File: src/rtl/syscall_ctrl.sv
// System-instruction controller: decodes display/exit/nop syscalls, buffers
// display values in a FIFO and runs the drain / delay / halt exit sequence.
module syscall_ctrl #(
  parameter int unsigned DATA_W     = 32,
  parameter int unsigned FIFO_DEPTH = 8,
  parameter int unsigned EXIT_DELAY = 5,
  parameter int unsigned SYSCALL_ID = 26
) (
  input  logic              clk,
  input  logic              rst_n,
  input  logic              req_valid,
  output logic              req_ready,
  input  logic [DATA_W-1:0] instr_id,
  input  logic [DATA_W-1:0] sys_code,
  input  logic [DATA_W-1:0] sys_arg,
  output logic              disp_valid,
  input  logic              disp_ready,
  output logic [DATA_W-1:0] disp_data,
  output logic              busy,
  output logic              halt,
  output logic [DATA_W-1:0] sys_count
);

  localparam int unsigned PTR_W = $clog2(FIFO_DEPTH);
  localparam int unsigned OCC_W = PTR_W + 1;
  localparam int unsigned DLY_W = $clog2(EXIT_DELAY + 1);

  typedef enum logic [1:0] {
    RUN    = 2'd0,
    DRAIN  = 2'd1,
    DELAY  = 2'd2,
    HALTED = 2'd3
  } state_e;

  state_e            state_q, state_d;
  logic [PTR_W-1:0]  wr_ptr_q, wr_ptr_d;
  logic [PTR_W-1:0]  rd_ptr_q, rd_ptr_d;
  logic [OCC_W-1:0]  occ_q, occ_d;
  logic [DLY_W-1:0]  dly_q, dly_d;
  logic [DATA_W-1:0] sys_count_q, sys_count_d;
  logic              halt_q, halt_d;
  logic              busy_q, busy_d;
  logic [DATA_W-1:0] mem [FIFO_DEPTH];

  logic fifo_full, fifo_empty, accept, is_sys, push, pop, do_exit;

  assign fifo_full  = (occ_q == OCC_W'(FIFO_DEPTH));
  assign fifo_empty = (occ_q == '0);
  assign req_ready  = (state_q == RUN) && !fifo_full;
  assign disp_valid = !fifo_empty;
  assign disp_data  = mem[rd_ptr_q];
  assign busy       = busy_q;
  assign halt       = halt_q;
  assign sys_count  = sys_count_q;

  assign accept  = req_valid && req_ready;
  assign is_sys  = (instr_id == DATA_W'(SYSCALL_ID));
  assign push    = accept && is_sys && (sys_code == DATA_W'(1));
  assign do_exit = accept && is_sys && (sys_code == DATA_W'(2));
  assign pop     = disp_valid && disp_ready;

  // Next-state, FIFO bookkeeping and registered output values
  always_comb begin
    state_d     = state_q;
    wr_ptr_d    = wr_ptr_q;
    rd_ptr_d    = rd_ptr_q;
    occ_d       = occ_q;
    dly_d       = dly_q;
    sys_count_d = sys_count_q;

    case (state_q)
      RUN: begin
        if (do_exit) state_d = DRAIN;
      end
      DRAIN: begin
        if (fifo_empty) begin
          state_d = DELAY;
          dly_d   = '0;
        end
      end
      DELAY: begin
        if (dly_q == DLY_W'(EXIT_DELAY - 1)) state_d = HALTED;
        else                                  dly_d   = dly_q + DLY_W'(1);
      end
      HALTED:  state_d = HALTED;
      default: state_d = RUN;
    endcase

    if (push) wr_ptr_d = wr_ptr_q + PTR_W'(1);
    if (pop)  rd_ptr_d = rd_ptr_q + PTR_W'(1);
    case ({push, pop})
      2'b10:   occ_d = occ_q + OCC_W'(1);
      2'b01:   occ_d = occ_q - OCC_W'(1);
      default: occ_d = occ_q;
    endcase

    if (accept && is_sys) sys_count_d = sys_count_q + DATA_W'(1);

    halt_d = (state_d == HALTED);
    busy_d = (state_d != RUN);
  end

  always_ff @(posedge clk or negedge rst_n) begin
    if (!rst_n) begin
      state_q     <= RUN;
      wr_ptr_q    <= '0;
      rd_ptr_q    <= '0;
      occ_q       <= '0;
      dly_q       <= '0;
      sys_count_q <= '0;
      halt_q      <= 1'b0;
      busy_q      <= 1'b0;
    end else begin
      state_q     <= state_d;
      wr_ptr_q    <= wr_ptr_d;
      rd_ptr_q    <= rd_ptr_d;
      occ_q       <= occ_d;
      dly_q       <= dly_d;
      sys_count_q <= sys_count_d;
      halt_q      <= halt_d;
      busy_q      <= busy_d;
    end
  end

  // Storage needs no reset: occupancy alone defines which entries are live
  always_ff @(posedge clk) begin
    if (push) mem[wr_ptr_q] <= sys_arg;
  end

endmodule

File: config.mk
export PLATFORM = sky130hd
export DESIGN_NAME = syscall_ctrl
export DESIGN_NICKNAME = d
export VERILOG_FILES = /design/src/rtl/syscall_ctrl.sv
export SDC_FILE = /design/constraint.sdc
export NUM_CORES = 1
export LEC_CHECK = 0
export BUFFER_PORTS_ARGS = -buffer_cell sky130_fd_sc_hd__buf_2
export CORE_MARGIN = 3
export CORE_UTILIZATION = 57
export DETAILED_ROUTE_END_ITERATION = 8
export GPL_TIMING_DRIVEN = 0
export HOLD_SLACK_MARGIN = 0.15
export PLACE_DENSITY = 0.87
export REMOVE_ABC_BUFFERS = 1
export SYNTH_ARGS = -nofsm -noshare
export SYNTH_HDL_FRONTEND = slang
export SYNTH_SLANG_ARGS = --single-unit
File: constraint.sdc
create_clock -name clk -period 11.5 [get_ports clk]
set_input_delay 1.15 -clock clk [delete_from_list [all_inputs] [get_ports clk]]
set_output_delay 1.15 -clock clk [all_outputs]
set_load 0.01 [all_outputs]
---- Yosys cells after proc, flatten, opt, wreduce, memory -nomap -nowiden ----
Memory sizes are Yosys's and may differ from the RTL's.
Index checks and enable logic that the tools add are counted.
operators by class
  add/subtract/negate cells ............... 6
  equality and inequality tests ........... 13
  mux-type cells .......................... 10
  reductions and logical operators ........ 14
operators by type and width
  kind                   number
  $add 32x1->32 const B  1
  $eq 32x1->1 const B    1
  $eq 32x2->1 const B    1
  $eq 32x5->1 const B    1
  $add 3x1->3 const B    3
  $eq 2x2->1 const B     4
  $pmux 2 s4             1
  $pmux 4 s2             1
  $logic_and 1x1->1      6
  $mux 2                 3
  $mux 3                 2
  $pmux 3 s2             1
  $reduce_bool 2->1      3
  $add 4x1->4 const B    1
  $eq 2x1->1 const B     2
  $eq 4x4->1 const B     1
  $logic_not 4->1        1
  $ne 2x2->1 const B     2
  $sub 4x1->4 const B    1
  $eq 3x3->1 const B     1
  $reduce_and 3->1       1
  $logic_not 1->1        2
  $logic_not 2->1        1
  $mux 1                 2
word-level totals
  register bits ........................... 49
  memory bits (writable) .................. 256
  input port bits ......................... 100
  output and inout port bits .............. 68
  word-level logic and storage cells ...... 52
  memories kept ........................... 1
memories
  memory  depth  width  read ports  clocked after memory_dff  write ports  RTL line  text
  mem     8      32     1           0                         1            43        logic [DATA_W-1:0] mem [FIFO_DEPTH];

---- Longest topological paths before layout ----
  depth after elaboration ................. 9
  mapped depth ............................ 11
  mapped depth without buffers ............ 11

---- Worst setup path before layout ----
No wires, ideal clock.
  path type ............................... input to register
  from .................................... input instr_id[18]
  to ...................................... memory mem[0][0] (enable)
  library setup time ...................... 0.461 ns
  arrival ................................. 4.541 ns
  path slack .............................. 6.498 ns
  stages on the path ...................... 5
  path buffers ............................ 0
  cells stage by stage .................... nor4_1 > nand3_1 > nor4_1 > nand4b_1 > nor3_1
between the ends
  word-level cells in the longest chain between the ends .. 5
RTL lines
  element                          RTL line  text
  from (decl)                      13        input logic [DATA_W-1:0] instr_id,
  $eq 32x5->1                      57        assign is_sys = (instr_id == DATA_W'(SYSCALL_ID));
  $logic_and 1x1->1 (2 in series)  58        assign push = accept && is_sys && (sys_code == DATA_W'(1));
  $mux 1                           127       if (push) mem[wr_ptr_q] <= sys_arg;
  $mux 1 (implied by the code)     127
  to (decl)                        43
Every way passes these cells.

---- Final worst setup path ----
  from .................................... input instr_id[5]
  to ...................................... memory mem[0][19] (enable)
The elaborated chain is that of the path after synthesis.

==> results.md <==
- Seq cells post-synth: 305
- Number of synthesized flops with an enable pin: 256
- Full die area: 0.0232 sq mm
- Post-DRT Antenna Nets: 0
- Final Hold Viols: 0
- Clock Sinks: 305
- Setup repair after global routing missed its margin: no
- Share of cells above drive strength 1: 40.0%
- Drt pass-1 iters: 5
- Syn Inst Count: 630
- Io pins: 168
- Nets: 932
- Worst reg-to-reg setup slack: 7.62 ns
- Slew @ Worst Pin: 1.12 ns
- Max-cap viol count: 0
- Reg2reg end: mem[0][19]
- Post-DP HPWL: 16700 um
- CTS tree: built
- Run status: finished, final reports clean
- Mean Syn Cell Area: 19.3 sq um
- CTS Hold Bufs: 0
- Most common library cells after synthesis: 256 x edfxtp_1, 64 x mux4_2, 49 x dfrtp_1
- Area of the multi-input gates: 0.00321 sq mm
- Crit start category: input pin
- Gp weighted congestion: 0.887
- YS warnings: 0
- Crit share post-route: 39.1%
- CP max FO: 9
- Fill count: 1233
- Antenna violations before repair: 1
- Max Clk Rate: 222 MHz
- Async S/R FF share, synth: 16.1%
- Wirelength per Cell: 24.4 um
- Vias after detailed routing: 6789
- Most common cell in the synthesized netlist: edfxtp_1
- Post-layout util: 70.9%
- Worst r2r src: state_q[1]
- Count of input and output buffers: 167
- All-Layer GR Usage: 23.7%
- Hold Crit Depth: 1
- Critical Path AT: 4.75 ns
- Slew Limit Fails: 0
- Starting DRT DRC Count: 537
- Crit Path Category: in2reg
- Die H: 152 um
- Main synth FF type: edfxtp_1
- CORE AREA: 0.0206 sq mm
- Register area: 0.00892 sq mm
- WL final: 27200 um
- Starting Density: 59.1%
- Synth top area cells: edfxtp_1 63%, mux4_2 12%, dfrtp_1 10%
- Area leader, netlist: edfxtp_1
- Synth Cell Area: 0.0122 sq mm
- PwrDens: 151 mW/mm^2
- Hold_ws: 0.474 ns
- ANT cells: 0
- Clk slew on worst S/H paths: 0.06 ns
- H-tree lvl count: 1
- Final setup viols: 0
- Global-route wire length before repair: 42400 um
- LEAKAGE: 5.18 nW
- Cell Rows: 52
- Worst Hold End: sys_count[31]
- Total CTS buffers: 30
- R2R depth: 8
- Synth unique cells: 36
- Largest net degree at the start of global routing: 67
- Clock Skews: 0.0143 ns
- Slew HR: 25.2%
- Die W: 152 um
- # DRC: 0
- Worst hold start: sys_count[31]
- WP data required: 11.75 ns
- Gr ovfl total: 0
- Vias in the first global route: 7238
- CTS resizes: 0
- Post-synthesis sequential area ratio: 73.2%
- Via density: 6.08
- Hold crit path type: reg2reg
- Setup TNS Final: 0 ns
- CTS max path bufs: 3
- Min Tclk post-route: 4.50 ns
- # Post-CTS Setup Buffers: 0
- VDD IR-drop max: 0.0948 mV
- Clock Latency Late Sink: 0.54 ns
- P&R area growth vs syn: 20.0%
- Root buffer cell: clkbuf_16
- CP endpoint kind: flip-flop
- Yosys top cell area share: 63.1%
## registers in the layout, summed over array words and instances (netlist names)
signal     count
dly_q          3
rd_ptr_q       3
sys_count     32
occ_q          4
busy           1
halt           1
wr_ptr_q       3
state_q        2
mem          256
## critical path, cell delays in order
cell	delay, ns
buf_2	0.12
nor4bb_1	0.33
nand4_1	0.29
nor4_1	0.78
nand4b_1	0.52
nor3_2	0.99
buf_8	0.24
buf_6	0.15
buf_6	0.16
## logic make-up (layout without fill, tap and decap cells)
kind of cell               after synthesis  in the layout  share of synthesized area [%]
AOI/OAI and AO/OA                       14             14                          0.678
xor gates and xnor gates                41             41                           2.95
adders and majority gates                8              8                          0.822
buffers and inverters                   30            246                           1.02
DFF                                    305            305                           73.2
muxes                                  100            100                           15.2
and+or+nand+nor                        132            132                           6.18
## metal layers
metal / share of wire (%) / GRT usage, % / vias to the layer above / wire length (um)
met2: 53 / 41.8 / 349 / 14400
met3: 8.0 / 4.20 / 45 / 2160
met1: 37 / 30.7 / 3443 / 10000
met4: 2.1 / 6.81 / 2 / 578
li1: - / - / 2950 / -
met5: 0.026 / 0 / - / 7
## cells in the final DEF, fill, tap and decap left out, types with 6 or more instances in the layout
master     instances
mux4_2            64
nor2b_1            6
xnor2_1           33
inv_1              9
nand4_1           16
edfxtp_1         256
nor2_4             6
buf_2            167
clkbuf_16         31
nor2_1             8
ha_1               8
a21oi_1            6
clkbuf_1           8
nand2_1           21
mux2_2            36
nor4_1            21
nand3_1           19
dfrtp_1           46
xor2_1             8
and3_1             8
## final cells by class
cell class,count,share of cell area [%]
multi-input cells,295,21.9
clock inverters,15,1.21
flip-flops and latches,305,61.0
repair buffers,183,7.76
inverters,9,0.231
clock buffers,39,5.51
well taps,270,2.31
## how the worst max path moves through the flow
stage	startpoint	slack, ns	cells past startpoint	end
floorplan	instr_id[18]	6.50	5	mem[0][0]
global placement	instr_id[5]	3.58	6	mem[0][7]
detailed placement	instr_id[5]	6.53	9	mem[0][7]
CTS	instr_id[5]	6.92	9	mem[0][7]
global route	instr_id[0]	6.71	9	mem[0][20]
finish	instr_id[5]	7.00	9	mem[0][19]
## where the power goes
part           leakage [nW]  total (mW)  internal (mW)     switching, mW
Combinational          1.76      0.0348         0.0135            0.0214
Sequential             2.95        1.20           1.20  0.00000000000765
Clock                 0.468       0.973          0.580             0.393
## stage by stage
stage               instance area [sq um]  setup slack (ns)  instances  total power [mW]
finish                              14600              7.00       1116              2.21
global route                        14600              6.71       1116              2.27
CTS                                 14600              6.92       1116              2.22
detailed placement                  13600              6.53       1062              1.26
global placement                    13300              3.58       1046              1.25
floorplan                           12100              6.50        609              1.22
Power figures use the tool's default switching activity.
